--- src/rtl/i2c_uart_bridge_ctrl_if.sv ---
// i2c_uart_bridge_ctrl_if: I2C receive, UART transmit and status signals of the bridge controller
interface i2c_uart_bridge_ctrl_if #(parameter int DEPTH = 16);
  localparam int CW = $clog2(DEPTH) + 1;
  logic i_frame_active;
  logic i_rx_valid;
  logic [7:0] i_rx_data;
  logic i_stop;
  logic o_rx_ready;
  logic o_tx_start;
  logic [7:0] o_tx_data;
  logic i_tx_busy;
  logic i_clr_err;
  logic o_overflow;
  logic o_tx_err;
  logic [CW-1:0] o_count;
  modport slave (
    input i_frame_active, i_rx_valid, i_rx_data, i_stop, i_tx_busy, i_clr_err,
    output o_rx_ready, o_tx_start, o_tx_data, o_overflow, o_tx_err, o_count
  );
  modport master (
    output i_frame_active, i_rx_valid, i_rx_data, i_stop, i_tx_busy, i_clr_err,
    input o_rx_ready, o_tx_start, o_tx_data, o_overflow, o_tx_err, o_count
  );
endinterface

--- src/rtl/i2c_uart_bridge_ctrl.sv ---
// i2c_uart_bridge_ctrl: buffers I2C write-frame bytes, appends an end-of-frame byte on STOP and
// feeds the UART one byte per start/busy handshake, with overflow and UART-stall reporting.
module i2c_uart_bridge_ctrl #(
  parameter int DEPTH = 16,
  parameter bit EOF_EN = 1'b1,
  parameter logic [7:0] EOF_BYTE = 8'h0A,
  parameter int TIMEOUT = 64
) (
  input logic i_clk,
  input logic i_reset_n,
  i2c_uart_bridge_ctrl_if.slave bus
);
  localparam int AW = $clog2(DEPTH);
  localparam int CW = AW + 1;
  localparam int TW = $clog2(TIMEOUT);
  typedef enum logic [1:0] {IDLE, WAIT_ACC, WAIT_DONE} state_t;
  state_t state, state_n;
  logic [7:0] mem [DEPTH];
  logic [CW-1:0] wr_ptr, rd_ptr, count;
  logic [TW-1:0] timer;
  logic eof_pend, frame_nonempty, full, empty;
  logic data_push, eof_push, push, pop, ovf_set, stop_hit, tmo;
  assign count = wr_ptr - rd_ptr;
  assign full = count == CW'(DEPTH);
  assign empty = count == '0;
  assign data_push = bus.i_rx_valid && bus.i_frame_active && !full;
  assign ovf_set = bus.i_rx_valid && bus.i_frame_active && full;
  assign eof_push = EOF_EN && eof_pend && !data_push && !full;
  assign push = data_push || eof_push;
  // a byte arriving with STOP still counts toward the frame, so its EOF follows next cycle
  assign stop_hit = bus.i_stop && (frame_nonempty || data_push);
  assign bus.o_rx_ready = !full && !eof_pend;
  assign bus.o_count = count;
  always_ff @(posedge i_clk)
    if (push) mem[wr_ptr[AW-1:0]] <= data_push ? bus.i_rx_data : EOF_BYTE;
  always_comb begin
    state_n = state;
    pop = 1'b0;
    tmo = 1'b0;
    case (state)
      IDLE: begin
        pop = !empty;
        state_n = empty ? IDLE : WAIT_ACC;
      end
      WAIT_ACC: begin
        tmo = !bus.i_tx_busy && timer == TW'(TIMEOUT - 1);
        state_n = bus.i_tx_busy ? WAIT_DONE : tmo ? IDLE : WAIT_ACC;
      end
      WAIT_DONE: state_n = bus.i_tx_busy ? WAIT_DONE : IDLE;
      default: state_n = IDLE;
    endcase
  end
  always_ff @(posedge i_clk or negedge i_reset_n)
    if (!i_reset_n) begin
      state <= IDLE;
      wr_ptr <= '0;
      rd_ptr <= '0;
      timer <= '0;
      eof_pend <= 1'b0;
      frame_nonempty <= 1'b0;
      bus.o_tx_start <= 1'b0;
      bus.o_tx_data <= 8'h00;
      bus.o_overflow <= 1'b0;
      bus.o_tx_err <= 1'b0;
    end else begin
      state <= state_n;
      wr_ptr <= wr_ptr + CW'(push);
      rd_ptr <= rd_ptr + CW'(pop);
      timer <= pop ? '0 : state == WAIT_ACC ? timer + 1'b1 : timer;
      eof_pend <= (EOF_EN && stop_hit) || (eof_pend && !eof_push);
      frame_nonempty <= stop_hit ? 1'b0 : frame_nonempty || data_push;
      bus.o_tx_start <= pop;
      if (pop) bus.o_tx_data <= mem[rd_ptr[AW-1:0]];
      bus.o_overflow <= ovf_set || (bus.o_overflow && !bus.i_clr_err);
      bus.o_tx_err <= tmo || (bus.o_tx_err && !bus.i_clr_err);
    end
endmodule
--- src/flat_wrapper.sv ---
// flat-port wrapper written by rule: the top's interface ports become plain ports
module i2c_uart_bridge_ctrl_flat 
#(
  parameter int DEPTH = 16,
  parameter bit EOF_EN = 1'b1,
  parameter logic [7:0] EOF_BYTE = 8'h0A,
  parameter int TIMEOUT = 64
)
  (i_clk, i_reset_n, bus_i_frame_active, bus_i_rx_valid, bus_i_rx_data, bus_i_stop, bus_i_tx_busy, bus_i_clr_err, bus_o_rx_ready, bus_o_tx_start, bus_o_tx_data, bus_o_overflow, bus_o_tx_err, bus_o_count);
  i2c_uart_bridge_ctrl_if #(.DEPTH(DEPTH)) bus_i ();
  input logic i_clk;
  input logic i_reset_n;
  input wire logic [$bits(bus_i.i_frame_active)-1:0] bus_i_frame_active;
  input wire logic [$bits(bus_i.i_rx_valid)-1:0] bus_i_rx_valid;
  input wire logic [$bits(bus_i.i_rx_data)-1:0] bus_i_rx_data;
  input wire logic [$bits(bus_i.i_stop)-1:0] bus_i_stop;
  input wire logic [$bits(bus_i.i_tx_busy)-1:0] bus_i_tx_busy;
  input wire logic [$bits(bus_i.i_clr_err)-1:0] bus_i_clr_err;
  output wire logic [$bits(bus_i.o_rx_ready)-1:0] bus_o_rx_ready;
  output wire logic [$bits(bus_i.o_tx_start)-1:0] bus_o_tx_start;
  output wire logic [$bits(bus_i.o_tx_data)-1:0] bus_o_tx_data;
  output wire logic [$bits(bus_i.o_overflow)-1:0] bus_o_overflow;
  output wire logic [$bits(bus_i.o_tx_err)-1:0] bus_o_tx_err;
  output wire logic [$bits(bus_i.o_count)-1:0] bus_o_count;
  assign bus_i.i_frame_active = bus_i_frame_active;
  assign bus_i.i_rx_valid = bus_i_rx_valid;
  assign bus_i.i_rx_data = bus_i_rx_data;
  assign bus_i.i_stop = bus_i_stop;
  assign bus_i.i_tx_busy = bus_i_tx_busy;
  assign bus_i.i_clr_err = bus_i_clr_err;
  assign bus_o_rx_ready = bus_i.o_rx_ready;
  assign bus_o_tx_start = bus_i.o_tx_start;
  assign bus_o_tx_data = bus_i.o_tx_data;
  assign bus_o_overflow = bus_i.o_overflow;
  assign bus_o_tx_err = bus_i.o_tx_err;
  assign bus_o_count = bus_i.o_count;
  i2c_uart_bridge_ctrl #(.DEPTH(DEPTH), .EOF_EN(EOF_EN), .EOF_BYTE(EOF_BYTE), .TIMEOUT(TIMEOUT)) u_core (.i_clk(i_clk), .i_reset_n(i_reset_n), .bus(bus_i));
endmodule
--- config.mk ---
export PLATFORM = sky130hd
export DESIGN_NAME = i2c_uart_bridge_ctrl_flat
export DESIGN_NICKNAME = d
export VERILOG_FILES = /design/src/rtl/i2c_uart_bridge_ctrl_if.sv /design/src/rtl/i2c_uart_bridge_ctrl.sv /design/src/flat_wrapper.sv
export SDC_FILE = /design/constraint.sdc
export NUM_CORES = 1
export LEC_CHECK = 0
export ABC_CLOCK_PERIOD_IN_PS = 5500
export BUFFER_PORTS_ARGS = -buffer_cell sky130_fd_sc_hd__buf_2
export CAP_MARGIN = 20
export CELL_PAD_IN_SITES_DETAIL_PLACEMENT = 1
export CELL_PAD_IN_SITES_GLOBAL_PLACEMENT = 1
export CORE_MARGIN = 3
export CORE_UTILIZATION = 54
export CTS_BUF_LIST = sky130_fd_sc_hd__clkbuf_16
export CTS_CLUSTER_SIZE = 20
export DETAILED_ROUTE_END_ITERATION = 7
export PLACE_DENSITY = 0.8
export SETUP_SLACK_MARGIN = 0.2
export SYNTH_ARGS = -nofsm -noshare
export SYNTH_HDL_FRONTEND = slang
export SYNTH_SLANG_ARGS = --single-unit
--- constraint.sdc ---
create_clock -name i_clk -period 5.5 [get_ports i_clk]
set_input_delay 0.275 -clock i_clk [delete_from_list [all_inputs] [get_ports i_clk]]
set_output_delay 0.275 -clock i_clk [all_outputs]
set_load 0.01 [all_outputs]
==> results.sh, run 1 <==
export IMPL_status="completed"
export IMPL_switchingPower_uw=1510
export IMPL_min_to="u_core.state[0]"
export IMPL_clock_skew_ps=7.39
export IMPL_clock_latency_ps=430
export IMPL_worstSetupPathType="flip-flop to flip-flop"
export IMPL_fin_crit_sh=0.668
export IMPL_grt_pass1_vias=3766
export IMPL_hp_class="primary input to flip-flop"
export IMPL_synth_compound_area_share=0.0446
export IMPL_cts_buffers=17
export IMPL_ant_nets=0
export IMPL_clockBufferDepth=2
export IMPL_intPower_uw=2940
export IMPL_r2r_start="u_core.wr_ptr[0]"
export IMPL_cp_arrival_ps=3720
export IMPL_slew_headroom=0.313
export IMPL_startpoint_type="flip-flop"
export IMPL_die_area_sq_mm=0.0134
export IMPL_clk_pin_slew_ps=60
export IMPL_hp_start="bus_i_tx_busy"
export IMPL_die_h_microns=116
export IMPL_synth_cell_types=44
export IMPL_cts_tree="done"
export IMPL_synth_fp_nets=389
export IMPL_combPwrFrac=0.341
export IMPL_syn_area_per_cell_sq_um=17.9
export IMPL_cp_required_ps=5550
export IMPL_tightestPinTransition_ps=1020
export IMPL_gr_total_overflow=0
export IMPL_viasPerCell=6.22
export IMPL_cts_root_buf="clkbuf_16"
export IMPL_slew_viol_final=0
export IMPL_grt_pass1_wl_microns=22900
export IMPL_initial_core_util=0.561
export IMPL_hold_viol=0
export IMPL_p_per_area_mw_per_mm2=593
export IMPL_synth_edff_count=128
export IMPL_antenna_found_initial=0
export IMPL_antenna_cells=0
export IMPL_power_frac_seq=0.377
export IMPL_crit_start="u_core.wr_ptr[0]"
export IMPL_io_buffers=31
export IMPL_nets=442
export IMPL_p_leak_uw=0.00274
export IMPL_drive_above_1_share=0.291
export IMPL_drt_iter0_markers=302
export IMPL_ctsResizeCount=0
export IMPL_vias=3563
export IMPL_synth_warnings=0
export IMPL_crit_path_end_kind="flip-flop"
export IMPL_synth_area_sq_mm=0.00651
export IMPL_io_pins=32
export IMPL_clkPwrFrac=0.281
export IMPL_synthAdderAreaFrac=0.0204
export IMPL_rsz0062_at_grt="false"
export IMPL_async_flop_share=0.195
export IMPL_setup_tns_ps=0
export IMPL_place_congestion=0.806
export IMPL_drt_wirelength_per_cell_microns=25.7
export IMPL_setup_viol_count_final=0
export IMPL_vdd_drop_max_mv=0.374
export IMPL_yosysSeqAreaShare=0.709
export IMPL_syn_inst=364
export IMPL_htree_levels=4
export IMPL_cp_max_fo=17
export IMPL_finalCriticalPeriod_ps=3670
export IMPL_r2r_slack_ps=1830
export IMPL_yosys_area_share_simple=0.0615
export IMPL_synthMuxAreaShare=0.127
export IMPL_synth_seq_cells=159
export IMPL_grt_start_max_net_pins=37
export IMPL_timing_fmax_mhz=272
export IMPL_p_sw_frac=0.340
export IMPL_core_sq_mm=0.0116
export IMPL_num_rows=39
export IMPL_rr_endpoint="u_core.mem[6][1]"
export IMPL_hold_slack_ps=47.9
export IMPL_grtUsageTotal=0.243
export IMPL_num_fill_cells=1003
export IMPL_die_w_microns=116
export IMPL_synth_xor_area_frac=0.0161
export IMPL_min_path_cells=2
export IMPL_reg2reg_depth=9
export IMPL_wirelength_microns=14700
export IMPL_clock_sinks=159
export IMPL_synth_top_family_by_area="multiplexers"
export IMPL_syn_to_final_growth_pct=15.3
export IMPL_synth_flop_cell="edfxtp_1"
export IMPL_post_dp_hpwl_microns=9560
export IMPL_max_cap_violations=0
export IMPL_drc_errors=0
export IMPL_drtPass1Iterations=5
==> synthesized netlist by cell type (8+ instances only) <==
master,number,share of area
a22oi_1,16,0.018
dfrtp_1,31,0.12
edfxtp_1,128,0.59
ha_1,9,0.017
inv_1,11,0.0063
mux4_2,32,0.11
nand2_1,22,0.013
nand2b_1,8,0.0077
nor2_1,10,0.0058
nor3_1,10,0.0077
==> metal layers <==
metal / routed length (microns) / vias up / GRT usage
met3: 841 / 17 / 0.0721
li1: - / 1540 / -
met1: 6370 / 1888 / 0.337
met4: 296 / 0 / 0.0828
met2: 7230 / 118 / 0.374
met5: 0 / - / 0
==> worst max-delay path: stages, from the launching register on <==
cell       delay (ps)
dfrtp_1           550
inv_1             110
ha_1              240
fa_1              410
nand2b_1          160
a21oi_1           160
xor2_1            270
inv_1             150
o2bb2ai_2         330
nor4_2            910
==> registers in the layout, summed over array words and instances (netlist names) <==
register               count
u_core.bus.o_tx_data       8
u_core.bus.o_tx_start      1
u_core.rd_ptr              5
u_core.mem               128
u_core.eof_pend            1
u_core.bus.o_tx_err        1
u_core.state               2
u_core.bus.o_overflow      1
u_core.timer               6
u_core.wr_ptr              5
u_core.frame_nonempty      1
==> power by group through the flow <==
stage	sequential [uW]	combinational [uW]	clock (uW)
after global routing	1700	1670	1330
after detailed placement	1700	1510	0
final	1680	1520	1250
after global placement	1680	1450	0
after floorplan	1650	1100	0
after CTS	1680	1530	1270
==> cell usage in the layout, fill, tap and decap left out, drive strengths merged, types with 2 or more instances in the layout <==
| master | n |
|---|---|
| a22oi | 16 |
| xnor2 | 6 |
| nand2b | 8 |
| a21oi | 5 |
| mux2 | 8 |
| o22ai | 2 |
| o21ai | 4 |
| inv | 18 |
| edfxtp | 128 |
| clkbuf | 19 |
| dfrtp | 31 |
| and2 | 7 |
| ha | 9 |
| nand2 | 23 |
| clkinv | 4 |
| bufinv | 4 |
| nor2 | 10 |
| mux4 | 32 |
| a211o | 3 |
| nand3 | 7 |
| a22o | 2 |
| buf | 45 |
| xor2 | 6 |
| nor2b | 3 |
| nor4 | 6 |
| nor3 | 10 |
==> worst max-delay path by stage <==
stage                        end  slack, ps  depth (start not counted)
6_report        u_core.mem[6][1]       1830                          9
4_1_cts        u_core.mem[10][5]       1630                          9
5_1_grt         u_core.mem[5][5]       1540                          9
3_3_place_gp    u_core.mem[3][2]       1900                          9
2_1_floorplan   u_core.mem[1][0]       2270                          9
3_5_place_dp    u_core.mem[5][2]       1710                          9
==> layout make-up <==
class                           instances  area, sq um  area share
Clock buffer                           17          425      0.0567
Clock inverter                         15          205      0.0273
Inverter                               12         47.5     0.00633
Multi-Input combinational cell        179         1760       0.234
Sequential cell                       159         4620       0.615
Tap cell                              143          179      0.0238
Timing Repair Buffer                   48          270      0.0360
==> logic make-up (layout without fill, tap and decap cells) <==
family / after synthesis / after routing
flops: 159 / 159
compound gates: 38 / 38
buf+inv: 26 / 92
fa+ha+maj: 10 / 10
xor+xnor: 12 / 12
simple gates: 79 / 79
mux: 40 / 40
==> what timing repair did <==
action,4_1_cts,5_1_grt
endpoints found under the setup margin,0,0
hold buffers,1,0
buffers inserted,0,0
hold endpoints to repair,31,0
==> through the flow <==
step           area, sq um  total power [uW]  worst slack [ps]  utilization  std cells
2_1_floorplan         6510              2750              2270            -        364
3_3_place_gp          6820              3130              1900        0.587        531
3_5_place_dp          6820              3200              1710        0.587        532
4_1_cts               7460              4480              1630        0.643        565
5_1_grt               7510              4700              1540        0.647        573
6_report              7510              4450              1830        0.647        573
(Power assumes the default switching activity.)
==> run 2, diff against run 1 <==
ABC_CLOCK_PERIOD_IN_PS = 3200   (was 5500)
CORE_UTILIZATION = 47   (was 54)
PLACE_DENSITY = 0.74   (was 0.8)
clock period = 3.2 ns   (was 5.5 ns; I/O delays follow)
==> run 2 against run 1 <==
Effect of this change:
- sequential power up 67%
- flip-flop and latch count is the same
- count of clock-buffer cells in the layout unchanged
- fmax up 29%
- non-clock buffer count grew 11
- register-to-register slack worse by 1500 ps
- die area grew 14%
- critical path type unchanged
==> results.sh, run 2 (same netlist as run 1, synthesis figures left out) <==
export IMPL_final_common_cell="edfxtp_1"
export IMPL_ant_nets=0
export IMPL_io_pins=32
export IMPL_p_per_area_mw_per_mm2=994
export IMPL_grt_pass1_vias=3739
export IMPL_hold_viol=0
export IMPL_drt_iter0_markers=382
export IMPL_fin_crit_sh=0.890
export IMPL_timing_fmax_mhz=351
export IMPL_layout_setup_ws_ps=352
export IMPL_setup_viol_count_final=0
export IMPL_slew_viol_final=0
export IMPL_worstSetupPathType="flip-flop to flip-flop"
export IMPL_initial_core_util=0.486
export IMPL_cts_buffers=17
export IMPL_top_usage_layer="met2"
export IMPL_cpPeakStageDelay_ps=400
export IMPL_seqCellArea_sq_mm=0.00462
export IMPL_clock_sinks=159
export IMPL_antenna_cells=0
export IMPL_final_cell_mix="edfxtp_1, mux4_2, buf_2"
export IMPL_power_uw=7640
export IMPL_clockBufferDepth=2
export IMPL_multiInputGateArea_sq_mm=0.00186
export IMPL_clock_latency_ps=420
export IMPL_nets=453
export IMPL_gr_total_overflow=0
export IMPL_antenna_found_initial=0
export IMPL_clk_pin_slew_ps=70
export IMPL_clock_skew_ps=18.7
export IMPL_core_sq_mm=0.0134
export IMPL_slowest_stage="dfrtp_2"
export IMPL_path_delay_family="adder cells"
export IMPL_drc_errors=0
export IMPL_num_rows=42
export IMPL_die_area_sq_mm=0.0153
export IMPL_hp_class="primary input to flip-flop"
export IMPL_cp_max_fo=11
export IMPL_num_fill_cells=1220
export IMPL_crit_path_cell_trace="ha_1 > fa_2 > nand2b_1 > a21oi_2 > xor2_2 > buf_4 > a211o_4 > inv_6 > ha_2 > ha_1 > nand2_1 > xnor2_1"
export IMPL_slew_headroom=0.407
export IMPL_placed_area_sq_mm=0.00703
export IMPL_place_congestion=0.824
export IMPL_drive_above_1_share=0.354
export IMPL_utilization=0.574
export IMPL_grt_pass1_wl_microns=22300
export IMPL_cp_required_ps=3510
export IMPL_grtUsageTotal=0.206
export IMPL_cts_tree="done"
export IMPL_met3_usage=0.0581
export IMPL_r2r_slack_ps=350
export IMPL_cpMostUsedCell="ha_1"
export IMPL_rsz0062_at_grt="false"
export IMPL_final_cell_area_sq_mm=0.00769
export IMPL_wirelength_microns=14500
export IMPL_tightestPinTransition_ps=887
export IMPL_met2_usage=0.328
export IMPL_p_leak_uw=0.00279
export IMPL_io_buffers=31
export IMPL_vias=3514
export IMPL_syn_to_final_growth_pct=18.1
export IMPL_finalCriticalPeriod_ps=2850
export IMPL_post_dp_hpwl_microns=9490
export IMPL_startpoint_type="flip-flop"
export IMPL_pre_cts_ws_ps=242
export IMPL_post_cts_buffers=0
export IMPL_htree_levels=4
export IMPL_vdd_drop_max_mv=0.426
export IMPL_grt_start_max_net_pins=35
export IMPL_die_w_microns=124
export IMPL_largest_register_ffs=128
export IMPL_drtPass1Iterations=4
export IMPL_status="completed"
export IMPL_path_buf_inv=2
export IMPL_setup_tns_ps=0
export IMPL_viasPerCell=5.70
export IMPL_crit_path_end_kind="flip-flop"
export IMPL_max_cap_violations=0
export IMPL_cp_arrival_ps=3160
export IMPL_grt_util_met1=0.277
export IMPL_die_h_microns=124
export IMPL_cts_root_buf="clkbuf_16"
export IMPL_drt_wirelength_per_cell_microns=23.4
run 2: cell count changes in the layout (fill, tap and decap cells not counted), moves of 5 or more:
cell,change
and2_1,-5
buf_4,+18
nor3_1,-8
and2_2,+5
buf_2,-6
nor3_2,+7
run 2: worst reg2reg max path, stage by stage (launching register included):
cell      delay, ps
dfrtp_2         400
ha_1            220
fa_2            370
nand2b_1        190
a21oi_2         200
xor2_2          110
buf_4           150
a211o_4         350
inv_6           110
ha_2            190
ha_1            190
nand2_1          90
xnor2_1         170
run 2: layout make-up:
type	count	share of cell area
flip-flops and latches	159	0.601
multi-input cells	179	0.241
clock inverters	15	0.0189
well taps	176	0.0286
repair buffers	59	0.0482
inverters	12	0.00651
clock buffers	17	0.0553
run 2: worst paths after layout:
check | startpoint | endpoint | depth (start not counted)
min in group asynchronous | i_reset_n | u_core.rd_ptr[4] | 2
max | u_core.rd_ptr[0] | u_core.rd_ptr[4] | 12
min | bus_i_stop | u_core.frame_nonempty | 2
max reg2reg | u_core.rd_ptr[0] | u_core.rd_ptr[4] | 12
max in group asynchronous | i_reset_n | u_core.rd_ptr[0] | 2
min reg2reg | u_core.bus.o_tx_err | u_core.bus.o_tx_err | 1
run 2: report_power, final:
group	leakage, uW	internal [uW]	switching [uW]
sequential	0.00155	2630	172
clock	0.000288	1140	802
combinational	0.000953	1240	1650
run 2: repair_timing:
action,4_1_cts,5_1_grt
endpoints found under the hold margin,33,0
gates resized for setup,0,18
hold buffers,2,0
endpoints found under the setup margin,0,229
run 2: stage by stage:
step / hold WS [ps] / instances
after global routing: 27.3 / 617
final: 21.5 / 617
after floorplan: -136 / 364
after CTS: 9.81 / 617
after global placement: 273 / 583
after detailed placement: 286 / 583
run 2: metal layers:
| layer | routed length, microns | share of wire |
|---|---|---|
| met5 | 0 | 0 |
| met4 | 113 | 0.0078 |
| met3 | 874 | 0.060 |
| met2 | 7570 | 0.52 |
| met1 | 5910 | 0.41 |
==> run 3, diff against run 2 <==
ABC_AREA = 1   (was default)
CORE_UTILIZATION = 44   (was 47)
==> run 3 against run 2 <==
Effect of this change:
- critical path depth down 2
- count of clock-buffer cells in the layout is the same
- routed wire length grew 25%
- cell count grew 48%
- synthesized cell count increased by 74%
- core utilization down 4.8 points
- first-iteration DRC count rose by 0.52%
- clock skew decreased by 7.9 ps
- non-clock buffer count increased by 5
- sequential power rose by 3%
- area after synthesis is 6.7% higher
- sequential share of layout area fell by 2.7 points
- critical endpoint is now u_core.mem[12][0]
- largest cell class unchanged
==> results.sh, run 3 <==
export IMPL_post_dp_hpwl_microns=11600
export IMPL_drive_above_1_share=0.155
export IMPL_gr_total_overflow=0
export IMPL_slowest_stage="nor2_1"
export IMPL_synth_area_sq_mm=0.00695
export IMPL_path_delay_family="simple AND/OR/NAND/NOR gates"
export IMPL_clock_sinks=159
export IMPL_synth_cell_types=29
export IMPL_cpMostUsedCell="nand2_2"
export IMPL_cp_arrival_ps=3100
export IMPL_synth_warnings=0
export IMPL_yosysTopAreaCell="edfxtp_1"
export IMPL_cp_required_ps=3470
export IMPL_num_fill_cells=1679
export IMPL_syn_to_final_growth_pct=16.0
export IMPL_timing_fmax_mhz=354
export IMPL_cpPeakStageDelay_ps=530
export IMPL_synth_common_cells="edfxtp_1, nand2_1, inv_1"
export IMPL_htree_levels=4
export IMPL_initial_core_util=0.454
export IMPL_yosysSeqAreaShare=0.665
export IMPL_synth_edff_count=128
export IMPL_synth_most_common_cell="edfxtp_1"
export IMPL_crit_path_cell_trace="inv_1 > ha_1 > fa_1 > nand3b_1 > nand3_1 > nand2_2 > nand3_2 > nand2_2 > nor2_1 > buf_4"
export IMPL_syn_area_per_cell_sq_um=10.9
export IMPL_io_buffers=31
export IMPL_hold_viol=0
export IMPL_synth_flop_cell="edfxtp_1"
export IMPL_grtUsageTotal=0.213
export IMPL_vias=4860
export IMPL_final_cell_mix="edfxtp_1, nand2_1, inv_1"
export IMPL_die_h_microns=132
export IMPL_antenna_found_initial=0
export IMPL_rsz0062_at_grt="false"
export IMPL_grt_start_max_net_pins=81
export IMPL_die_area_sq_mm=0.0173
export IMPL_startpoint_type="flip-flop"
export IMPL_max_cap_violations=0
export IMPL_synth_area_top_cells="edfxtp_1, dfrtp_1, nand2_1"
export IMPL_cts_buffers=17
export IMPL_grt_pass1_wl_microns=28200
export IMPL_drtPass1Iterations=5
export IMPL_status="completed"
export IMPL_synth_fp_nets=660
export IMPL_io_pins=32
export IMPL_wirelength_microns=18100
export IMPL_grt_pass1_vias=5210
export IMPL_clock_skew_ps=10.8
export IMPL_die_w_microns=132
export IMPL_clockBufferDepth=2
export IMPL_p_leak_uw=0.00334
export IMPL_hp_class="primary input to flip-flop"
export IMPL_worstSetupPathType="flip-flop to flip-flop"
export IMPL_placed_area_sq_mm=0.00741
export IMPL_clk_pin_slew_ps=70
export IMPL_synth_seq_cells=159
export IMPL_setup_tns_ps=0
export IMPL_place_congestion=0.783
export IMPL_num_rows=45
export IMPL_core_sq_mm=0.0153
export IMPL_drc_errors=0
export IMPL_antenna_cells=0
export IMPL_ant_nets=0
export IMPL_finalCriticalPeriod_ps=2820
export IMPL_setup_viol_count_final=0
export IMPL_slew_headroom=0.485
export IMPL_async_flop_share=0.195
export IMPL_tightestPinTransition_ps=772
export IMPL_slew_viol_final=0
export IMPL_path_buf_inv=2
export IMPL_cts_root_buf="clkbuf_16"
export IMPL_yosysTopAreaCellShare=0.553
export IMPL_final_common_cell="edfxtp_1"
export IMPL_nets=716
export IMPL_drt_wirelength_per_cell_microns=19.8
export IMPL_syn_inst=635
export IMPL_drt_iter0_markers=384
export IMPL_fin_crit_sh=0.883
export IMPL_largest_register_ffs=128
export IMPL_p_per_area_mw_per_mm2=995
export IMPL_crit_path_end_kind="flip-flop"
export IMPL_cts_tree="done"
export IMPL_clock_latency_ps=420
export IMPL_final_cell_area_sq_mm=0.00806
export IMPL_cp_max_fo=9
export IMPL_vdd_drop_max_mv=0.765
export IMPL_viasPerCell=5.31
[run 3: layer usage]
metal / GRT usage / part of all wire
met5: 0 / 0
met4: 0.0817 / 0.020
met3: 0.0387 / 0.038
met2: 0.371 / 0.51
met1: 0.266 / 0.43
[run 3: path summary, 6_finish.rpt]
check / end / startpoint / slack (ps) / depth (start not counted)
setup / recovery: u_core.mem[12][0] / u_core.wr_ptr[0] / 380 / 10
hold / removal: u_core.bus.o_overflow / bus_i_frame_active / 80 / 3
setup reg to reg: u_core.mem[12][0] / u_core.wr_ptr[0] / 380 / 10
hold reg to reg: u_core.bus.o_tx_data[5] / u_core.bus.o_tx_data[5] / 490 / 2
max in group asynchronous: u_core.rd_ptr[0] / i_reset_n / 2300 / 2
min in group asynchronous: u_core.timer[4] / i_reset_n / 350 / 2
[run 3: what timing repair did]
| item | 4_1_cts | 5_1_grt |
|---|---|---|
| resized for setup | 4 | 3 |
| setup endpoints to repair | 96 | 50 |
| gates cloned | 0 | 0 |
| buffers inserted | 0 | 2 |
| hold endpoints to repair | 36 | 0 |
| pin swaps | 0 | 0 |
| hold buffers | 4 | 0 |
[run 3: kinds of logic (layout without fill, tap and decap cells)]
| family | Yosys count | after routing | share of synthesized area |
|---|---|---|---|
| simple gates | 223 | 223 | 0.137 |
| buf+inv | 128 | 197 | 0.0773 |
| xor+xnor | 8 | 8 | 0.0101 |
| compound gates | 107 | 107 | 0.0917 |
| fa+ha+maj | 10 | 10 | 0.0191 |
| flops | 159 | 159 | 0.665 |
[run 3: area by class of cell]
cell class	instances	area (sq um)	share of cell area
Clock buffer	17	425	0.0528
Clock inverter	15	145	0.0180
Inverter	101	379	0.0470
Multi-Input combinational cell	348	1810	0.224
Sequential cell	159	4620	0.574
Tap cell	211	264	0.0328
Timing Repair Buffer	64	413	0.0512
[run 3: report_power, final]
group / internal, uW / total, uW / switching, uW
logic: 1010 / 3190 / 2190
clock network: 1140 / 1960 / 814
registers: 2670 / 2870 / 196
total: 4820 / 8020 / 3200
[run 3: through the flow]
stage | power, uW | hold slack (ps) | cells | worst slack, ps | util
final | 8020 | 78.7 | 915 | 376 | 0.526
after global routing | 8510 | 81.3 | 915 | 205 | 0.526
after CTS | 8010 | 48.3 | 912 | 152 | 0.524
after detailed placement | 6000 | 262 | 876 | 33.8 | 0.484
after global placement | 5820 | 246 | 876 | 271 | 0.484
after floorplan | 4960 | -136 | 635 | 617 | -
[run 3: tightest hold or removal path, delay by kind of cell]
kind / cells / cell delay, ps
compound gates: 1 / 90
buf+inv: 1 / 100
simple gates: 1 / 100
